[src/rtl/joystick_pkg.sv]
// Shared types and constants for the joystick ADC sequencer: FSM states, ADC0832 frame layout, axis codes.
package joystick_pkg;

  typedef enum logic [2:0] {
    ST_IDLE,
    ST_SETUP,
    ST_SHIFT,
    ST_LATCH,
    ST_GAP
  } state_t;

  localparam int CMD_BITS   = 3;
  localparam int MUX_BITS   = 1;
  localparam int DATA_BITS  = 8;
  localparam int FRAME_BITS = 12;
  localparam int BIT_W      = $clog2(FRAME_BITS);

  localparam logic [DATA_BITS-1:0] AXIS_CENTER = 8'h80;

  localparam logic CH_X = 1'b0;
  localparam logic CH_Y = 1'b1;

  // Command word is start=1, SGL=1, ODD=channel; every later frame bit drives 0.
  function automatic logic cmd_bit(input logic [BIT_W-1:0] b, input logic ch);
    if (b < BIT_W'(CMD_BITS - 1)) return 1'b1;
    if (b == BIT_W'(CMD_BITS - 1)) return ch;
    return 1'b0;
  endfunction

endpackage

[src/rtl/adc_frame_shifter.sv]
// One ADC0832 frame: start-bit setup, 12 mode-0 SCLK periods, command out on mosi, 8 data bits in from miso.
module adc_frame_shifter
  import joystick_pkg::*;
#(
  parameter int CLK_DIV = 25
) (
  input  logic                 clk,
  input  logic                 rst_n,
  input  logic                 start,
  input  logic                 ch,
  input  logic                 miso,
  output logic                 sclk,
  output logic                 mosi,
  output logic                 setup_end,
  output logic                 done,
  output logic [DATA_BITS-1:0] data
);

  localparam int HW = $clog2(CLK_DIV);

  logic [HW-1:0]        half_cnt;
  logic [BIT_W-1:0]     bit_cnt;
  logic                 active;
  logic                 in_setup;
  logic                 ch_q;
  logic [1:0]           miso_sync;
  logic [DATA_BITS-2:0] shreg;
  logic                 half_end;
  logic                 sample;

  // Data bits are taken on the last clk of each high half so the synchroniser
  // has settled on the bit the ADC launched at the preceding falling edge.
  always_comb begin
    half_end  = active && (half_cnt == HW'(CLK_DIV - 1));
    setup_end = half_end && in_setup;
    sample    = half_end && !in_setup && sclk && (bit_cnt >= BIT_W'(CMD_BITS + MUX_BITS));
    done      = half_end && !in_setup && sclk && (bit_cnt == BIT_W'(FRAME_BITS - 1));
    data      = {shreg, miso_sync[1]};
  end

  always_ff @(posedge clk or negedge rst_n) begin
    if (!rst_n) begin
      half_cnt  <= '0;
      bit_cnt   <= '0;
      active    <= 1'b0;
      in_setup  <= 1'b0;
      ch_q      <= CH_X;
      miso_sync <= '0;
      shreg     <= '0;
      sclk      <= 1'b0;
      mosi      <= 1'b0;
    end else begin
      miso_sync <= {miso_sync[0], miso};
      if (start) begin
        active   <= 1'b1;
        in_setup <= 1'b1;
        half_cnt <= '0;
        bit_cnt  <= '0;
        ch_q     <= ch;
        sclk     <= 1'b0;
        mosi     <= cmd_bit('0, ch);
      end else if (active) begin
        half_cnt <= half_end ? '0 : half_cnt + 1'b1;
        if (sample) shreg <= data[DATA_BITS-2:0];
        if (half_end) begin
          if (in_setup) begin
            in_setup <= 1'b0;
          end else if (!sclk) begin
            sclk <= 1'b1;
          end else begin
            sclk <= 1'b0;
            if (done) begin
              active <= 1'b0;
              mosi   <= 1'b0;
            end else begin
              bit_cnt <= bit_cnt + 1'b1;
              mosi    <= cmd_bit(bit_cnt + 1'b1, ch_q);
            end
          end
        end
      end
    end
  end

endmodule

[src/rtl/joystick_adc_sequencer.sv]
// Time-shares one serial 8-bit ADC between joystick X (ch0) and Y (ch1), one X/Y pair per sample period.
module joystick_adc_sequencer
  import joystick_pkg::*;
#(
  parameter int CLK_DIV       = 25,
  parameter int SAMPLE_PERIOD = 50000,
  parameter int CS_IDLE       = 4
) (
  input  logic                 clk_i,
  input  logic                 rst_i,
  input  logic                 en_i,
  input  logic                 adc_miso_i,
  output logic                 adc_cs_n_o,
  output logic                 adc_sclk_o,
  output logic                 adc_mosi_o,
  output logic [DATA_BITS-1:0] x_o,
  output logic [DATA_BITS-1:0] y_o,
  output logic                 x_valid_o,
  output logic                 y_valid_o,
  output logic                 busy_o,
  output logic                 overrun_o
);

  localparam int TW = $clog2(SAMPLE_PERIOD);
  localparam int GW = $clog2(CS_IDLE + 1);

  state_t               state;
  logic [TW-1:0]        timer;
  logic [GW-1:0]        gap_cnt;
  logic                 ch;
  logic                 trigger;
  logic                 gap_end;
  logic                 start;
  logic                 start_ch;
  logic                 setup_end;
  logic                 done;
  logic [DATA_BITS-1:0] data;

  always_comb begin
    trigger  = en_i && (timer == TW'(SAMPLE_PERIOD - 1));
    gap_end  = (state == ST_GAP) && (gap_cnt == GW'(CS_IDLE - 1));
    start    = ((state == ST_IDLE) && trigger) || gap_end;
    start_ch = (state == ST_GAP) ? CH_Y : CH_X;
  end

  always_ff @(posedge clk_i or negedge rst_i) begin
    if (!rst_i) timer <= '0;
    else if (en_i) timer <= trigger ? '0 : timer + 1'b1;
  end

  always_ff @(posedge clk_i or negedge rst_i) begin
    if (!rst_i) begin
      state      <= ST_IDLE;
      gap_cnt    <= '0;
      ch         <= CH_X;
      adc_cs_n_o <= 1'b1;
      x_o        <= AXIS_CENTER;
      y_o        <= AXIS_CENTER;
      x_valid_o  <= 1'b0;
      y_valid_o  <= 1'b0;
      busy_o     <= 1'b0;
      overrun_o  <= 1'b0;
    end else begin
      x_valid_o <= 1'b0;
      y_valid_o <= 1'b0;
      // A wrap outside IDLE is dropped; the next pair waits for the following wrap.
      if (trigger && state != ST_IDLE) overrun_o <= 1'b1;
      case (state)
        ST_IDLE: if (trigger) begin
          state      <= ST_SETUP;
          ch         <= start_ch;
          adc_cs_n_o <= 1'b0;
          busy_o     <= 1'b1;
        end
        ST_SETUP: if (setup_end) state <= ST_SHIFT;
        ST_SHIFT: if (done) begin
          state      <= ST_LATCH;
          adc_cs_n_o <= 1'b1;
          if (ch == CH_X) begin
            x_o       <= data;
            x_valid_o <= 1'b1;
          end else begin
            y_o       <= data;
            y_valid_o <= 1'b1;
            busy_o    <= 1'b0;
          end
        end
        ST_LATCH: begin
          gap_cnt <= '0;
          state   <= (ch == CH_X) ? ST_GAP : ST_IDLE;
        end
        ST_GAP: if (gap_end) begin
          state      <= ST_SETUP;
          ch         <= start_ch;
          adc_cs_n_o <= 1'b0;
        end else begin
          gap_cnt <= gap_cnt + 1'b1;
        end
        default: state <= ST_IDLE;
      endcase
    end
  end

  adc_frame_shifter #(.CLK_DIV(CLK_DIV)) u_shifter (
    .clk       (clk_i),
    .rst_n     (rst_i),
    .start     (start),
    .ch        (start_ch),
    .miso      (adc_miso_i),
    .sclk      (adc_sclk_o),
    .mosi      (adc_mosi_o),
    .setup_end (setup_end),
    .done      (done),
    .data      (data)
  );

endmodule
[config.mk]
export PLATFORM = sky130hd
export DESIGN_NAME = joystick_adc_sequencer
export DESIGN_NICKNAME = d
export VERILOG_FILES = /design/src/rtl/joystick_pkg.sv /design/src/rtl/adc_frame_shifter.sv /design/src/rtl/joystick_adc_sequencer.sv
export SDC_FILE = /design/constraint.sdc
export NUM_CORES = 1
export LEC_CHECK = 0
export CAP_MARGIN = 10
export CORE_MARGIN = 2
export CORE_UTILIZATION = 52
export DETAILED_ROUTE_END_ITERATION = 16
export GPL_TIMING_DRIVEN = 0
export PLACE_DENSITY = 0.76
export SYNTH_ARGS = -nofsm -noshare
export SYNTH_HDL_FRONTEND = slang
export SYNTH_HIERARCHICAL = 1
export SYNTH_SLANG_ARGS = --single-unit
[constraint.sdc]
create_clock -name clk_i -period 2.53 [get_ports clk_i]
set_clock_uncertainty 0.15 [all_clocks]
set_input_delay 0.253 -clock clk_i [delete_from_list [all_inputs] [get_ports clk_i]]
set_output_delay 0.253 -clock clk_i [all_outputs]
set_load 0.05 [all_outputs]
# Word level (Yosys, flattened, before mapping)
# Index checks and enable logic that the tools add are counted.
totals:
  register_bits: 67
  in_bits: 4
  output_inout_bits: 23
  word_cells: 155
op_classes:
  n_addsub: 4
  n_lt_le_gt_ge: 2
  n_eq_ne: 17
  n_mux: 77
  bitwise: 2
  reduce_logical: 33
op_table:
  columns: ["op", "n"]
  rows:
  - ["1-bit 2-to-1 mux", 56]
  - ["4-bit 2-to-1 mux", 6]
  - ["3-bit 2-to-1 mux", 6]
  - ["16-bit by 1-bit adder with 16-bit output (second input constant)", 1]
  - ["16-bit == test (second input constant)", 1]
  - ["16-bit 2-to-1 mux", 1]
  - ["2-bit inequality test (second input constant)", 8]
  - ["4-bit AND reduction", 4]
  - ["5-bit 2-to-1 mux", 3]
  - ["3-bit case mux with 5 select lines", 1]
  - ["3-bit AND reduction", 5]
  - ["2-bit nonzero test", 6]
  - ["1-bit logical AND", 10]
  - ["3-bit by 2-bit == test with 1-bit output (second input constant)", 3]
  - ["3-bit case mux with 2 select lines", 1]
  - ["3-bit nonzero test", 2]
  - ["5-bit by 1-bit adder with 5-bit output (second input constant)", 1]
  - ["5-bit == test (second input constant)", 1]
  - ["5-bit AND reduction", 1]
  - ["4-bit by 1-bit adder with 4-bit output (second input constant)", 1]
  - ["4-bit by 2-bit == test with 1-bit output (second input constant)", 1]
  - ["4-bit == test (second input constant)", 1]
  - ["4-bit by 3-bit >= comparator with 1-bit output (second input constant)", 1]
  - ["4-bit by 2-bit less-than comparator with 1-bit output (second input constant)", 1]
  - ["other kinds (10)", 13]

# Logic depth before layout (Yosys ltp)
# Gate-level depths: netlist of the first run.
logic_depth:
  depth_word: 26
  ltp_mapped: 10
  ltp_nobuf: 8

# Hierarchy
# Netlist of the first run, hierarchy kept.
by_module_without_submodules:
  columns: ["mod", "n_inst", "cells_per_inst", "area_per_inst_um2", "seq_area_each_um2"]
  rows:
  - ["joystick_adc_sequencer", 1, 169, 1990.7, 1104.8]
  - ["adc_frame_shifter", 1, 97, 1151.1, 575.6]

# Least setup slack after synthesis of the first run
# OpenSTA, ideal clock, no wires.
synth_timing:
  path_type: "register -> register"
  from: "register timer[11]"
  to: "register u_shifter.shreg[0]"
  setup_time_ps: 125
  arrival_ps: 2357
  required_ps: 2255
  slack_ps: -102
  path_stages_with_launch: 10
  n_path_buf: 2
  synth_period_minus_slack_ps: 2632
  cell_sequence: "dfrtp_1 > or4b_4 > or4_4 > buf_6 > o21ai_2 > and2_1 > buf_2 > nand2b_1 > nor4_4 > mux2_2"
synth_between:
  elab_chain_cells: 6
synth_rtl:
  columns: ["item", "line_no", "source"]
  rows:
  - ["start: declaration", "joystick_adc_sequencer.sv:28", "logic [TW-1:0] timer;"]
  - ["start signal: assignment", "joystick_adc_sequencer.sv:48", "else if (en_i) timer <= trigger ? '0 : timer + 1'b1;"]
  - ["16-bit == test", "joystick_adc_sequencer.sv:40", "trigger = en_i && (timer == TW'(SAMPLE_PERIOD - 1));"]
  - ["1-bit logical AND", "joystick_adc_sequencer.sv:40", null]
  - ["1-bit logical AND", "joystick_adc_sequencer.sv:42", "start = ((state == ST_IDLE) && trigger) || gap_end;"]
  - ["1-bit logical OR", "joystick_adc_sequencer.sv:42", null]
  - ["via start", "joystick_adc_sequencer.sv:33", "logic start;"]
  - ["1-bit inverter (no line)", null, null]
  - ["3-bit AND reduction (no line)", null, null]
  - ["end signal: assignment", "adc_frame_shifter.sv:64", "if (sample) shreg <= data[DATA_BITS-2:0];"]
  - ["end: declaration", "adc_frame_shifter.sv:27", "logic [DATA_BITS-2:0] shreg;"]
# The timed path passes the listed nets, and every way through them passes these cells.
# A chain may end at the register's enable or synchronous reset.

# Worst setup path in the final report of the first run
layout_timing:
  from: "register timer[7]"
  to: "register u_shifter.shreg[0]"
# Same word-level chain as after synthesis.

==> report_table.html, run 1 <==
<table>
<tr><th>Metric</th><th>Value</th></tr>
<tr><th colspan="2">Run status</th></tr>
<tr><td>Run status</td><td>completed</td></tr>
<tr><th colspan="2">Drt</th></tr>
<tr><td>Met3 WL post-DR</td><td>between 200 and 250 um</td></tr>
<tr><td>First drt pass iteration count</td><td>6</td></tr>
<tr><td>Met2 routed WL</td><td>2.73 mm</td></tr>
<tr><td>Total routed wirelength</td><td>5.82 mm</td></tr>
<tr><td>WL/cell</td><td>14.7 um</td></tr>
<tr><td>Drt via density</td><td>approximately 5.5</td></tr>
<tr><td>Uppermost metal layer occupied by signal nets</td><td>met4</td></tr>
<tr><td>Via count</td><td>approximately 2,200</td></tr>
<tr><td>Remaining antenna violation count</td><td>0</td></tr>
<tr><td>Drt initial violations</td><td>100</td></tr>
<tr><td>DR DRC count</td><td>0</td></tr>
<tr><td>M1 WL</td><td>about 2.8 mm</td></tr>
<tr><th colspan="2">Worst setup path</th></tr>
<tr><td>Reg-to-reg startpoint</td><td>timer[7]</td></tr>
<tr><td>Critical path data arrival time</td><td>~2.6 ns</td></tr>
<tr><td>Endpoint of the most critical register-to-register path</td><td>u_shifter/shreg[0]</td></tr>
<tr><td>Crit. End Element</td><td>register</td></tr>
<tr><td>Setup slack on the worst flop-to-flop path</td><td>between 0.02 and 0.025 ns</td></tr>
<tr><td>Launching element type of the critical path</td><td>register</td></tr>
<tr><td>Category of the critical setup timing path</td><td>reg -&gt; reg</td></tr>
<tr><td>Worst path required time</td><td>around 2.6 ns</td></tr>
<tr><td>FF-to-FF path depth</td><td>8</td></tr>
<tr><td>Critical path peak fanout</td><td>7</td></tr>
<tr><td>Start point of the critical path</td><td>timer[7]</td></tr>
<tr><td>Critical path endpoint</td><td>u_shifter/shreg[0]</td></tr>
<tr><th colspan="2">Yosys</th></tr>
<tr><td>Number of distinct library cells after synthesis</td><td>between 50 and 60</td></tr>
<tr><td>Count of synthesis-stage warnings from yosys</td><td>6</td></tr>
<tr><td>Top cell type's share of synthesized area</td><td>around half</td></tr>
<tr><td>Count of state elements after synthesis</td><td>67</td></tr>
<tr><td>Async S/R FF share, synth</td><td>100%</td></tr>
<tr><td>Gate count of the mapped netlist</td><td>between 200 and 300</td></tr>
<tr><td>Number of nets produced by synthesis</td><td>between 200 and 300</td></tr>
<tr><td>Proportion of synthesized chip area in sequential cells</td><td>a little over half</td></tr>
<tr><td>Average instance area after synthesis</td><td>about 12 um^2</td></tr>
<tr><td>Netlist area before placement</td><td>~0.0031 mm^2</td></tr>
<tr><td>Count of flip-flops with a built-in enable after synthesis</td><td>0</td></tr>
<tr><td>Area leader, netlist</td><td>sky130_fd_sc_hd__dfrtp_1</td></tr>
<tr><td>Top cells by area in the synthesized netlist</td><td>sky130_fd_sc_hd__dfrtp_1 (51%), sky130_fd_sc_hd__mux2_2 (9.0%), sky130_fd_sc_hd__xor2_1 (3.1%), sky130_fd_sc_hd__ha_1 (2.8%), sky130_fd_sc_hd__nor2_1 (2.6%)</td></tr>
<tr><td>Dominant synthesized flop cell</td><td>sky130_fd_sc_hd__dfrtp_1</td></tr>
<tr><th colspan="2">Floorplan</th></tr>
<tr><td>Vertical die dimension</td><td>81.7 um</td></tr>
<tr><td>Core area</td><td>0.00589 mm^2</td></tr>
<tr><td>Top-level port count</td><td>27</td></tr>
<tr><td>Starting density of the core</td><td>53.4%</td></tr>
<tr><td>Total die area</td><td>0.00668 mm^2</td></tr>
<tr><td>Count of standard-cell rows</td><td>28</td></tr>
<tr><td>Die width</td><td>between 80 and 90 um</td></tr>
<tr><th colspan="2">Clock tree</th></tr>
<tr><td>Clock-pin slew of the registers on the worst-case setup and hold paths</td><td>about 0.080 ns</td></tr>
<tr><td>CTS tree</td><td>built</td></tr>
<tr><td>Depth of the CTS H-tree</td><td>3</td></tr>
<tr><td>Buffers from clock root to sink, at most</td><td>2</td></tr>
<tr><td>Num Clock Sinks</td><td>67</td></tr>
<tr><td>Clock insertion delay at the later pin of the skew report</td><td>roughly 0.35 ns</td></tr>
<tr><td>Clk root buf</td><td>sky130_fd_sc_hd__clkbuf_8</td></tr>
<tr><td>Clock buffers created by TritonCTS</td><td>9</td></tr>
<tr><th colspan="2">Final layout</th></tr>
<tr><td>Synthesis-to-layout area growth</td><td>22.7%</td></tr>
<tr><td>Final antenna diode count</td><td>0</td></tr>
<tr><td>Layout cell share with drive strength beyond 1</td><td>roughly a quarter</td></tr>
<tr><td>Commonest cells after routing, fill and taps aside</td><td>sky130_fd_sc_hd__dfrtp_1 (64), sky130_fd_sc_hd__mux2_2 (25), sky130_fd_sc_hd__clkdlybuf4s50_1 (25), sky130_fd_sc_hd__nor2_1 (22), sky130_fd_sc_hd__buf_4 (14)</td></tr>
<tr><td>Post-layout instance count excluding filler cells</td><td>between 300 and 400</td></tr>
<tr><td>Most common cell after layout, fill and taps aside</td><td>sky130_fd_sc_hd__dfrtp_1</td></tr>
<tr><td>Final net count</td><td>about 330</td></tr>
<tr><th colspan="2">Global route</th></tr>
<tr><td>Overall Global Routing Usage</td><td>about a fifth</td></tr>
<tr><td>Initial antenna violation count</td><td>0</td></tr>
<tr><td>Maximum number of pins on one net before global-route repair</td><td>68</td></tr>
<tr><td>Sum of overflow across all layers after global routing</td><td>0</td></tr>
<tr><td>Via count of the first global-routing pass</td><td>approximately 2,100</td></tr>
<tr><td>Global-route wire length before repair</td><td>9.93 mm</td></tr>
<tr><th colspan="2">Pwr</th></tr>
<tr><td>Pwr Total</td><td>approximately 2.3 mW</td></tr>
<tr><td>Max VDD drop</td><td>between 0.4 and 0.5 mV</td></tr>
<tr><td>Cell Pwr Density</td><td>598 mW/mm^2</td></tr>
<tr><td>Total leakage power</td><td>between 1.5 and 2 nW</td></tr>
<tr><th colspan="2">STA</th></tr>
<tr><td>Highest clock rate</td><td>399 MHz</td></tr>
<tr><td>Setup repair after global routing missed its margin</td><td>yes</td></tr>
<tr><td>Worst slack on hold paths</td><td>approximately 0.19 ns</td></tr>
<tr><td>Slew headroom</td><td>a little under half</td></tr>
<tr><td>Setup violations, final</td><td>0</td></tr>
<tr><td>Final-report max-slew violation count</td><td>0</td></tr>
<tr><td>Transition time at the pin with the least slew margin</td><td>0.824 ns</td></tr>
<tr><td>Final clock period utilization by the worst path</td><td>around 100%</td></tr>
<tr><td>Final hold viol count</td><td>0</td></tr>
<tr><td>Minimum period implied by the final worst setup slack</td><td>~2.5 ns</td></tr>
<tr><th colspan="2">Placement</th></tr>
<tr><td>Final HPWL DP</td><td>roughly 3.8 mm</td></tr>
<tr><td>Number of cells after detailed placement</td><td>roughly 370</td></tr>
<tr><td>GPL Wtd Cong</td><td>between 0.8 and 0.9</td></tr>
<tr><td>Number of buffers added on ports</td><td>26</td></tr>
<tr><th colspan="2">Min path</th></tr>
<tr><td>Path type of the worst min-delay path</td><td>in -&gt; reg</td></tr>
<tr><th colspan="2">Job</th></tr>
<tr><td># Max-Cap Violations</td><td>0</td></tr>
</table>
## cells by family (layout without fill, tap and decap cells)
family	Yosys count	after routing	share of synthesized area [%]
adder cells (fa/ha/maj)	7	7	2.79
flip-flops	67	67	53.5
XOR/XNOR	17	17	4.74
multiplexers	27	27	9.60
AND/OR/NAND/NOR	88	88	17.4
AO/OA/AOI/OAI	40	40	8.92
buffers and inverters	20	75	3.11
## power by group
| group | internal (mW) | total (mW) | switching (mW) | leakage (nW) |
|---|---|---|---|---|
| combinational | 0.0995 | 0.197 | 0.0974 | 0.847 |
| sequential | 1.13 | 1.19 | 0.0627 | 0.873 |
| clock | 0.468 | 0.914 | 0.446 | 0.101 |
## registers in the layout (all words and copies together) (netlist names), 2 cells and up
| name | count |
|---|---|
| x_o | 8 |
| u_shifter/shreg | 7 |
| state | 3 |
| gap_cnt | 3 |
| timer | 16 |
| u_shifter/miso_sync | 2 |
| u_shifter/half_cnt | 5 |
| y_o | 8 |
| u_shifter/bit_cnt | 4 |
## layer usage
layer  track usage (%)  vias up
li1                  -     1053
met1              27.3     1065
met2              30.2       44
met3              5.93        5
met4              6.83        0
met5                 0        -
## worst min-delay path by stage
stage / from / endpoint / cells past startpoint
after floorplan: rst_i / busy_o / 0
after global placement: u_shifter/miso_sync[0] / u_shifter/miso_sync[1] / 0
after detailed placement: u_shifter/miso_sync[0] / u_shifter/miso_sync[1] / 0
after CTS: adc_miso_i / u_shifter/miso_sync[0] / 1
after global routing: adc_miso_i / u_shifter/miso_sync[0] / 1
final: adc_miso_i / u_shifter/miso_sync[0] / 1
## critical path: stages, from the launching register on
cell and delay, ns:
sky130_fd_sc_hd__dfrtp_1 0.40, sky130_fd_sc_hd__or4b_4 0.52, sky130_fd_sc_hd__or4_4 0.45, sky130_fd_sc_hd__o21ai_2 0.12
sky130_fd_sc_hd__and2_4 0.17, sky130_fd_sc_hd__nand2b_4 0.13, sky130_fd_sc_hd__nor4_4 0.04, sky130_fd_sc_hd__buf_6 0.14
sky130_fd_sc_hd__mux2_2 0.27
## stage by stage
step                      utilization (%)  setup WS, ns  cell area, um^2  setup TNS (ns)
after floorplan                         -       -0.0266             3160          -0.186
final                                65.5        0.0238             3860               0
after global placement               59.6         -1.12             3510          -80.71
after CTS                            64.9       -0.0635             3820          -0.411
after global routing                 65.5       -0.0484             3860          -0.301
after detailed placement             59.6        -0.481             3510           -9.84
## synthesized netlist by cell type, types with 5 or more instances
master                     instances
sky130_fd_sc_hd__nor2_1           22
sky130_fd_sc_hd__ha_1              7
sky130_fd_sc_hd__o31ai_1           5
sky130_fd_sc_hd__nand3_1           5
sky130_fd_sc_hd__inv_1            12
sky130_fd_sc_hd__nand2_1          14
sky130_fd_sc_hd__xor2_1           11
sky130_fd_sc_hd__a21oi_1          12
sky130_fd_sc_hd__xnor2_1           6
sky130_fd_sc_hd__dfrtp_1          64
sky130_fd_sc_hd__nand4_1           6
sky130_fd_sc_hd__nand2b_1          5
sky130_fd_sc_hd__nor3_1            8
sky130_fd_sc_hd__mux2_2           25
## timing repair
| item | in CTS | in global routing |
|---|---|---|
| endpoints found under the hold margin | 64 | 0 |
| pin swaps | 5 | 2 |
| gates resized for setup | 5 | 7 |
| hold buffers | 1 | 0 |
| setup endpoints to repair | 27 | 26 |
| setup buffers | 11 | 3 |
## area by class of cell
class                   instances  area [um^2]
plain buffers                   6         37.5
clock buffers                   9          124
clock inverters                 7         81.3
fillers                       463         2030
inverters                      12         45.0
multi-input cells             179         1410
flip-flops and latches         67         1680
well taps                      75         93.8
repair buffers                 41          380
(Power assumes the default switching activity.)
==> inputs of run 2 (changes only) <==
--- a/config.mk
+++ b/config.mk
@@ -7,10 +7,10 @@
 export LEC_CHECK = 0
 export CAP_MARGIN = 10
 export CORE_MARGIN = 2
-export CORE_UTILIZATION = 52
+export CORE_UTILIZATION = 25
 export DETAILED_ROUTE_END_ITERATION = 16
 export GPL_TIMING_DRIVEN = 0
-export PLACE_DENSITY = 0.76
+export SKIP_LAST_GASP = 1
 export SYNTH_ARGS = -nofsm -noshare
 export SYNTH_HDL_FRONTEND = slang
 export SYNTH_HIERARCHICAL = 1
==> report_table.html, run 2 (synthesized netlist as in run 1, its figures left out) <==
<table>
<tr><th>Metric</th><th>Value</th></tr>
<tr><th colspan="2">Clock tree</th></tr>
<tr><td>Buffers from clock root to sink, at most</td><td>2 (unchanged)</td></tr>
<tr><td>Clk root buf</td><td>sky130_fd_sc_hd__clkbuf_16</td></tr>
<tr><td>CTS tree</td><td>built</td></tr>
<tr><td>Clock buffers created by TritonCTS</td><td>9 (unchanged)</td></tr>
<tr><td>Num Clock Sinks</td><td>67 (unchanged)</td></tr>
<tr><td>Depth of the CTS H-tree</td><td>3 (unchanged)</td></tr>
<tr><td>Clock insertion delay at the later pin of the skew report</td><td>0.33 ns (-0.02 ns)</td></tr>
<tr><td>Clock-pin slew of the registers on the worst-case setup and hold paths</td><td>0.06 ns (-0.02 ns)</td></tr>
<tr><th colspan="2">Floorplan</th></tr>
<tr><td>Vertical die dimension</td><td>116 um (+42%)</td></tr>
<tr><td>Starting density of the core</td><td>25.8% (-28 points)</td></tr>
<tr><td>Die width</td><td>116 um (+42%)</td></tr>
<tr><td>Top-level port count</td><td>27 (unchanged)</td></tr>
<tr><td>Count of standard-cell rows</td><td>40 (+43%)</td></tr>
<tr><td>Core area</td><td>0.0122 mm^2 (+110%)</td></tr>
<tr><td>Total die area</td><td>0.0135 mm^2 (+100%)</td></tr>
<tr><th colspan="2">Final layout</th></tr>
<tr><td>Register ranked first by flip-flop count</td><td>timer</td></tr>
<tr><td>Flip-flop count of the largest register, all copies and words added</td><td>16 (unchanged)</td></tr>
<tr><td>Commonest cells after routing, fill and taps aside</td><td>sky130_fd_sc_hd__dfrtp_1 (64), sky130_fd_sc_hd__mux2_2 (25), sky130_fd_sc_hd__clkdlybuf4s50_1 (25), sky130_fd_sc_hd__nor2_1 (22), sky130_fd_sc_hd__nand2_1 (13)</td></tr>
<tr><td>Post-layout instance count excluding filler cells</td><td>486 (+23%)</td></tr>
<tr><td>Layout cell share with drive strength beyond 1</td><td>23.9% (-1.6 points)</td></tr>
<tr><td>Most common cell after layout, fill and taps aside</td><td>sky130_fd_sc_hd__dfrtp_1</td></tr>
<tr><td>Registers with the most flip-flops</td><td>timer x16, x_o x8, y_o x8</td></tr>
<tr><td>Synthesis-to-layout area growth</td><td>28.1%</td></tr>
<tr><td>Post-route cell area</td><td>0.00403 mm^2 (+4.4%)</td></tr>
<tr><td>Final antenna diode count</td><td>0 (unchanged)</td></tr>
<tr><td>Final net count</td><td>324 (-0.92%)</td></tr>
<tr><th colspan="2">STA</th></tr>
<tr><td>Final hold viol count</td><td>0 (unchanged)</td></tr>
<tr><td>Slew headroom</td><td>44.0% (-1.1 points)</td></tr>
<tr><td>Transition time at the pin with the least slew margin</td><td>0.840 ns (+0.0161 ns)</td></tr>
<tr><td>Final clock period utilization by the worst path</td><td>99.1% (about the same)</td></tr>
<tr><td>Highest clock rate</td><td>399 MHz (about the same)</td></tr>
<tr><td>Setup total negative slack</td><td>0 ns (unchanged)</td></tr>
<tr><td>Final-report max-slew violation count</td><td>0 (unchanged)</td></tr>
<tr><td>Setup repair after global routing missed its margin</td><td>yes</td></tr>
<tr><td>Setup violations, final</td><td>0 (unchanged)</td></tr>
<tr><td>Minimum period implied by the final worst setup slack</td><td>2.51 ns (+0.00184 ns)</td></tr>
<tr><th colspan="2">Placement</th></tr>
<tr><td>Number of cells after detailed placement</td><td>460 (+25%)</td></tr>
<tr><td>Post-place instance area</td><td>0.00362 mm^2 (+3.3%)</td></tr>
<tr><td>GPL Wtd Cong</td><td>0.791 (-4.2%)</td></tr>
<tr><td>Final HPWL DP</td><td>4.05 mm (+7.6%)</td></tr>
<tr><td>Number of buffers added on ports</td><td>26 (unchanged)</td></tr>
<tr><th colspan="2">Worst setup path</th></tr>
<tr><td>Critical path peak fanout</td><td>4 (-3)</td></tr>
<tr><td>Category of the critical setup timing path</td><td>reg -&gt; reg</td></tr>
<tr><td>Library cell contributing the largest single delay on the critical path</td><td>sky130_fd_sc_hd__or4b_4</td></tr>
<tr><td>Worst path required time</td><td>2.63 ns (about the same)</td></tr>
<tr><td>Worst-path cell chain</td><td>or4b_4, or4_4, o21ai_2, and2_1, buf_6, buf_6, o2111ai_2, xor2_1, nor3_1</td></tr>
<tr><td>Launching element type of the critical path</td><td>register</td></tr>
<tr><td>Crit. End Element</td><td>register</td></tr>
<tr><td>Critical path data arrival time</td><td>2.61 ns (+0.02 ns)</td></tr>
<tr><td>Worst path max stage delay</td><td>0.51 ns (about the same)</td></tr>
<tr><td>Cell repeated most along the worst path</td><td>sky130_fd_sc_hd__buf_6</td></tr>
<tr><th colspan="2">Global route</th></tr>
<tr><td>Overall Global Routing Usage</td><td>10.2% (-9.7 points)</td></tr>
<tr><td>Sum of overflow across all layers after global routing</td><td>0 (unchanged)</td></tr>
<tr><td>Global-route wire length before repair</td><td>10.9 mm (+9.4%)</td></tr>
<tr><td>Maximum number of pins on one net before global-route repair</td><td>68 (unchanged)</td></tr>
<tr><td>Initial antenna violation count</td><td>0 (unchanged)</td></tr>
<tr><td>Via count of the first global-routing pass</td><td>2,187 (+3.4%)</td></tr>
<tr><th colspan="2">Pwr</th></tr>
<tr><td>Total leakage power</td><td>1.84 nW (+1.1%)</td></tr>
<tr><td>Cell Pwr Density</td><td>660 mW/mm^2 (+10%)</td></tr>
<tr><td>Pwr Total</td><td>2.66 mW (+15%)</td></tr>
<tr><td>Net Switching</td><td>0.659 mW (+8.7%)</td></tr>
<tr><td>Share of total power in sequential cells</td><td>45.0% (-6.8 points)</td></tr>
<tr><td>Max VDD drop</td><td>0.502 mV (+6.2%)</td></tr>
<tr><td>Clock power frac</td><td>47.6% (+7.9 points)</td></tr>
<tr><td>Int Power</td><td>2.00 mW (+18%)</td></tr>
<tr><td>Part of the power in combinational logic</td><td>7.4% (-1.1 points)</td></tr>
<tr><td>Switching part of the total power</td><td>24.8% (-1.5 points)</td></tr>
<tr><th colspan="2">Drt</th></tr>
<tr><td>Drt via density</td><td>4.48 (-18%)</td></tr>
<tr><td>Remaining antenna violation count</td><td>0 (unchanged)</td></tr>
<tr><td>WL/cell</td><td>12.7 um (-13%)</td></tr>
<tr><td>First drt pass iteration count</td><td>4 (-2)</td></tr>
<tr><td>Via count</td><td>2,179 (+0.55%)</td></tr>
<tr><td>DR DRC count</td><td>0 (unchanged)</td></tr>
<tr><td>Total routed wirelength</td><td>6.18 mm (+6.2%)</td></tr>
<tr><td>Drt initial violations</td><td>95 (-5.0%)</td></tr>
<tr><th colspan="2">Job</th></tr>
<tr><td># Max-Cap Violations</td><td>0 (unchanged)</td></tr>
<tr><th colspan="2">Min path</th></tr>
<tr><td>Path type of the worst min-delay path</td><td>in -&gt; reg</td></tr>
<tr><th colspan="2">Run status</th></tr>
<tr><td>Run status</td><td>completed</td></tr>
</table>
[run 2: changes by cell type in the layout (fill, tap and decap cells not counted), moves of 2 or more]
cell and change:
sky130_fd_sc_hd__clkbuf_16 +9, sky130_fd_sc_hd__clkbuf_8 -9, sky130_fd_sc_hd__buf_4 -3, sky130_fd_sc_hd__inv_6 -2
[run 2: worst max-delay path: cells and delay by family (launching register included)]
family	cells	cell delay (ns)
buffers and inverters	2	0.21
AOI/OAI and AO/OA	2	0.22
and+or+nand+nor	4	1.24
xor gates and xnor gates	1	0.19
DFF	1	0.42
[run 2: power by group through the flow]
stage	registers [mW]	clock network [mW]	logic (mW)
after global placement	1.21	0	0.176
after floorplan	1.20	0	0.131
after global routing	1.21	1.34	0.228
after CTS	1.19	1.30	0.200
final	1.19	1.26	0.197
after detailed placement	1.21	0	0.179
[run 2: per-stage QoR]
step / utilization (%) / hold WS [ns] / setup WS, ns
CTS: 32.8 / 0.205 / -0.158
detailed placement: 29.8 / 0.211 / -0.432
global placement: 29.8 / 0.186 / -1.24
finish: 33.1 / 0.214 / 0.0219
floorplan: - / -0.193 / -0.0266
global route: 33.1 / 0.217 / -0.108
[run 2: what timing repair did]
| item | 4_1_cts | 5_1_grt |
|---|---|---|
| setup endpoints to repair | 26 | 27 |
| hold buffers | 1 | 0 |
| hold endpoints to repair | 64 | 0 |
| pin swaps | 5 | 5 |
| setup buffers | 8 | 4 |
| resized for setup | 2 | 4 |
[run 2: path summary, 6_finish.rpt]
| kind | from | endpoint | slack (ns) | cells after the start |
|---|---|---|---|---|
| max | timer[11] | u_shifter/half_cnt[4] | 0.02 | 9 |
| min | adc_miso_i | u_shifter/miso_sync[0] | 0.21 | 1 |
| max reg2reg | timer[11] | u_shifter/half_cnt[4] | 0.02 | 9 |
| min reg2reg | u_shifter/miso_sync[0] | u_shifter/miso_sync[1] | 0.22 | 0 |
| max in group asynchronous | rst_i | u_shifter/shreg[1] | 1.26 | 2 |
| min in group asynchronous | rst_i | timer[7] | 0.43 | 2 |
[run 2: per-layer routing]
metal,GRT usage (%),share of wire [%]
met3,2.18,3.4
met2,15.9,45
met4,5.00,2.1
met1,13.6,49
met5,0,0
[run 2: area by class of cell]
| type | instances | area, um^2 |
|---|---|---|
| clock inverter | 7 | 76.3 |
| clock buffer | 9 | 225 |
| multi-input combinational | 179 | 1390 |
| tap | 168 | 210 |
| sequential | 67 | 1680 |
| timing repair buffer | 37 | 347 |
| inverter | 12 | 45.0 |
| buffer | 7 | 48.8 |
| fill | 1222 | 8140 |
==> inputs of run 3 (changes only) <==
--- a/config.mk
+++ b/config.mk
@@ -8,8 +8,10 @@
 export CAP_MARGIN = 10
 export CORE_MARGIN = 2
 export CORE_UTILIZATION = 25
+export CTS_CLUSTER_SIZE = 30
 export DETAILED_ROUTE_END_ITERATION = 16
 export GPL_TIMING_DRIVEN = 0
+export MAX_ROUTING_LAYER = met4
 export SKIP_LAST_GASP = 1
 export SYNTH_ARGS = -nofsm -noshare
 export SYNTH_HDL_FRONTEND = slang
==> report_table.html, run 3 (synthesized netlist as in run 1, its figures left out) <==
<table>
<tr><th>Metric</th><th>Value</th></tr>
<tr><th colspan="2">Run status</th></tr>
<tr><td>Run status</td><td>completed</td></tr>
<tr><th colspan="2">STA</th></tr>
<tr><td>Highest clock rate</td><td>399 MHz (about the same)</td></tr>
<tr><td>Slew headroom</td><td>43.5% (-0.49 points)</td></tr>
<tr><td>Setup repair after global routing missed its margin</td><td>yes</td></tr>
<tr><td>Minimum period implied by the final worst setup slack</td><td>2.51 ns (+0.000744 ns)</td></tr>
<tr><td>Setup total negative slack</td><td>0 ns (unchanged)</td></tr>
<tr><td>Setup violations, final</td><td>0 (unchanged)</td></tr>
<tr><td>Transition time at the pin with the least slew margin</td><td>0.847 ns (+0.00732 ns)</td></tr>
<tr><td>Minimum setup slack in the final design</td><td>0.0212 ns (-0.000744 ns)</td></tr>
<tr><td>Final clock period utilization by the worst path</td><td>99.2% (about the same)</td></tr>
<tr><td>Final hold viol count</td><td>0 (unchanged)</td></tr>
<tr><td>Worst slack on hold paths</td><td>0.215 ns (+0.0000440 ns)</td></tr>
<tr><td>Final-report max-slew violation count</td><td>0 (unchanged)</td></tr>
<tr><th colspan="2">Worst setup path</th></tr>
<tr><td>Category of the critical setup timing path</td><td>reg -&gt; reg</td></tr>
<tr><td>Worst path required time</td><td>2.63 ns (about the same)</td></tr>
<tr><td>Critical path data arrival time</td><td>2.61 ns (about the same)</td></tr>
<tr><td>Start point of the critical path</td><td>timer[11]</td></tr>
<tr><td>Reg-to-reg startpoint</td><td>timer[11]</td></tr>
<tr><td>Launching element type of the critical path</td><td>register</td></tr>
<tr><td>Critical path peak fanout</td><td>4 (unchanged)</td></tr>
<tr><td>Crit. End Element</td><td>register</td></tr>
<tr><td>FF-to-FF path depth</td><td>9 (unchanged)</td></tr>
<tr><th colspan="2">Placement</th></tr>
<tr><td>Final HPWL DP</td><td>4.05 mm (unchanged)</td></tr>
<tr><td>Number of cells after detailed placement</td><td>460 (unchanged)</td></tr>
<tr><td>Post-place instance area</td><td>0.00362 mm^2 (unchanged)</td></tr>
<tr><td>Number of buffers added on ports</td><td>26 (unchanged)</td></tr>
<tr><td>GPL Wtd Cong</td><td>0.802 (+1.4%)</td></tr>
<tr><td>Pre-CTS setup slack</td><td>-0.432 ns (unchanged)</td></tr>
<tr><th colspan="2">Pwr</th></tr>
<tr><td>Cell Pwr Density</td><td>660 mW/mm^2 (about the same)</td></tr>
<tr><td>Max VDD drop</td><td>0.503 mV (+0.14%)</td></tr>
<tr><td>Total leakage power</td><td>1.84 nW (unchanged)</td></tr>
<tr><th colspan="2">Clock tree</th></tr>
<tr><td>Num Clock Sinks</td><td>67 (unchanged)</td></tr>
<tr><td>Depth of the CTS H-tree</td><td>3 (unchanged)</td></tr>
<tr><td>CTS tree</td><td>built</td></tr>
<tr><td>Buffers from clock root to sink, at most</td><td>2 (unchanged)</td></tr>
<tr><td>Clk root buf</td><td>sky130_fd_sc_hd__clkbuf_16</td></tr>
<tr><td>Clock buffers created by TritonCTS</td><td>9 (unchanged)</td></tr>
<tr><td>Clock-pin slew of the registers on the worst-case setup and hold paths</td><td>0.06 ns (about the same)</td></tr>
<tr><td>Clock insertion delay at the later pin of the skew report</td><td>0.33 ns (about the same)</td></tr>
<tr><th colspan="2">Global route</th></tr>
<tr><td>Sum of overflow across all layers after global routing</td><td>0 (unchanged)</td></tr>
<tr><td>Via count of the first global-routing pass</td><td>2,186 (-0.046%)</td></tr>
<tr><td>Overall Global Routing Usage</td><td>10.5% (+0.30 points)</td></tr>
<tr><td>Initial antenna violation count</td><td>0 (unchanged)</td></tr>
<tr><td>Global-route wire length before repair</td><td>10.8 mm (-0.13%)</td></tr>
<tr><td>Maximum number of pins on one net before global-route repair</td><td>68 (unchanged)</td></tr>
<tr><th colspan="2">Min path</th></tr>
<tr><td>Launch point of the worst hold path</td><td>adc_miso_i</td></tr>
<tr><td>Worst hold path cell count</td><td>1 (unchanged)</td></tr>
<tr><td>Path type of the worst min-delay path</td><td>in -&gt; reg</td></tr>
<tr><th colspan="2">Final layout</th></tr>
<tr><td>Layout cell share with drive strength beyond 1</td><td>23.9% (unchanged)</td></tr>
<tr><td>Most common cell after layout, fill and taps aside</td><td>sky130_fd_sc_hd__dfrtp_1</td></tr>
<tr><td>Post-layout instance count excluding filler cells</td><td>486 (unchanged)</td></tr>
<tr><td>Final antenna diode count</td><td>0 (unchanged)</td></tr>
<tr><td>Final net count</td><td>324 (unchanged)</td></tr>
<tr><td>Registers with the most flip-flops</td><td>timer x16, x_o x8, y_o x8</td></tr>
<tr><td>Post-route cell area</td><td>0.00403 mm^2 (unchanged)</td></tr>
<tr><td>Synthesis-to-layout area growth</td><td>28.1% (unchanged)</td></tr>
<tr><td>Flip-flop count of the largest register, all copies and words added</td><td>16 (unchanged)</td></tr>
<tr><td>Layout fillers</td><td>1,222 (unchanged)</td></tr>
<tr><td>Register ranked first by flip-flop count</td><td>timer</td></tr>
<tr><td>Commonest cells after routing, fill and taps aside</td><td>sky130_fd_sc_hd__dfrtp_1 (64), sky130_fd_sc_hd__mux2_2 (25), sky130_fd_sc_hd__clkdlybuf4s50_1 (25), sky130_fd_sc_hd__nor2_1 (22), sky130_fd_sc_hd__nand2_1 (13)</td></tr>
<tr><th colspan="2">Drt</th></tr>
<tr><td>Total routed wirelength</td><td>6.18 mm (about the same)</td></tr>
<tr><td>Remaining antenna violation count</td><td>0 (unchanged)</td></tr>
<tr><td>Met2 routed WL</td><td>2.85 mm (+1.5%)</td></tr>
<tr><td>Uppermost metal layer occupied by signal nets</td><td>met4</td></tr>
<tr><td>DR DRC count</td><td>0 (unchanged)</td></tr>
<tr><td>Met3 WL post-DR</td><td>202 um (-2.9%)</td></tr>
<tr><td>Via count</td><td>2,180 (+0.046%)</td></tr>
<tr><td>WL/cell</td><td>12.7 um (about the same)</td></tr>
<tr><td>First drt pass iteration count</td><td>4 (unchanged)</td></tr>
<tr><td>Drt via density</td><td>4.49 (about the same)</td></tr>
<tr><td>M1 WL</td><td>3.03 mm (about the same)</td></tr>
<tr><td>Drt initial violations</td><td>97 (+2.1%)</td></tr>
<tr><th colspan="2">Job</th></tr>
<tr><td># Max-Cap Violations</td><td>0 (unchanged)</td></tr>
<tr><th colspan="2">Floorplan</th></tr>
<tr><td>Core area</td><td>0.0122 mm^2 (unchanged)</td></tr>
<tr><td>Vertical die dimension</td><td>116 um (unchanged)</td></tr>
<tr><td>Count of standard-cell rows</td><td>40 (unchanged)</td></tr>
<tr><td>Top-level port count</td><td>27 (unchanged)</td></tr>
<tr><td>Starting density of the core</td><td>25.8% (unchanged)</td></tr>
<tr><td>Die width</td><td>116 um (unchanged)</td></tr>
<tr><td>Total die area</td><td>0.0135 mm^2 (unchanged)</td></tr>
</table>
## run 3: cell counts in the layout (fill, tap and decap cells not counted)
No cell type changed its count.
## run 3: cell type report
class | instances | area (um^2) | share of cell area, %
buffer | 7 | 48.8 | 1.21
timing repair buffer | 37 | 347 | 8.61
inverter | 12 | 45.0 | 1.12
clock inverter | 7 | 76.3 | 1.90
tap | 168 | 210 | 5.22
multi-input combinational | 179 | 1390 | 34.6
clock buffer | 9 | 225 | 5.60
sequential | 67 | 1680 | 41.7
## run 3: per-stage QoR
| step | power, mW | utilization (%) |
|---|---|---|
| final | 2.66 | 33.1 |
| after global routing | 2.78 | 33.1 |
| after CTS | 2.69 | 32.8 |
| after detailed placement | 1.39 | 29.8 |
| after global placement | 1.39 | 29.8 |
| after floorplan | 1.33 | - |
## run 3: routing by layer
metal / track usage [%] / vias to the layer above
li1: - / 1050
met1: 13.7 / 1093
met2: 15.9 / 30
met3: 2.65 / 7
met4: 4.05 / 0
met5: - / -
## run 3: where the power goes
part | internal (mW) | leakage, nW | switching, mW | total (mW)
logic | 0.0967 | 0.825 | 0.100 | 0.197
registers | 1.13 | 0.873 | 0.0615 | 1.19
clock network | 0.768 | 0.142 | 0.498 | 1.27
total | 2.00 | 1.84 | 0.660 | 2.66
## run 3: critical path: stages, from the launching register on
cell and delay [ns]:
sky130_fd_sc_hd__dfrtp_1 0.42, sky130_fd_sc_hd__or4b_4 0.51, sky130_fd_sc_hd__or4_4 0.45, sky130_fd_sc_hd__o21ai_2 0.11, sky130_fd_sc_hd__and2_1 0.14, sky130_fd_sc_hd__buf_6 0.11, sky130_fd_sc_hd__buf_6 0.10, sky130_fd_sc_hd__o2111ai_2 0.11
sky130_fd_sc_hd__xor2_1 0.19, sky130_fd_sc_hd__nor3_1 0.14
## run 3: what timing repair did
item	in CTS	in global routing
hold buffers	1	0
gates resized for setup	2	4
pin swaps	5	5
endpoints found under the setup margin	26	27
endpoints found under the hold margin	64	0
buffers inserted	8	4
## run 3: worst paths after layout
check	to	slack [ns]
setup / recovery	u_shifter/half_cnt[4]	0.02
min in group asynchronous	timer[7]	0.42
hold reg to reg	u_shifter/miso_sync[1]	0.22
hold / removal	u_shifter/miso_sync[0]	0.21
max in group asynchronous	gap_cnt[0]	1.24
setup reg to reg	u_shifter/half_cnt[4]	0.02
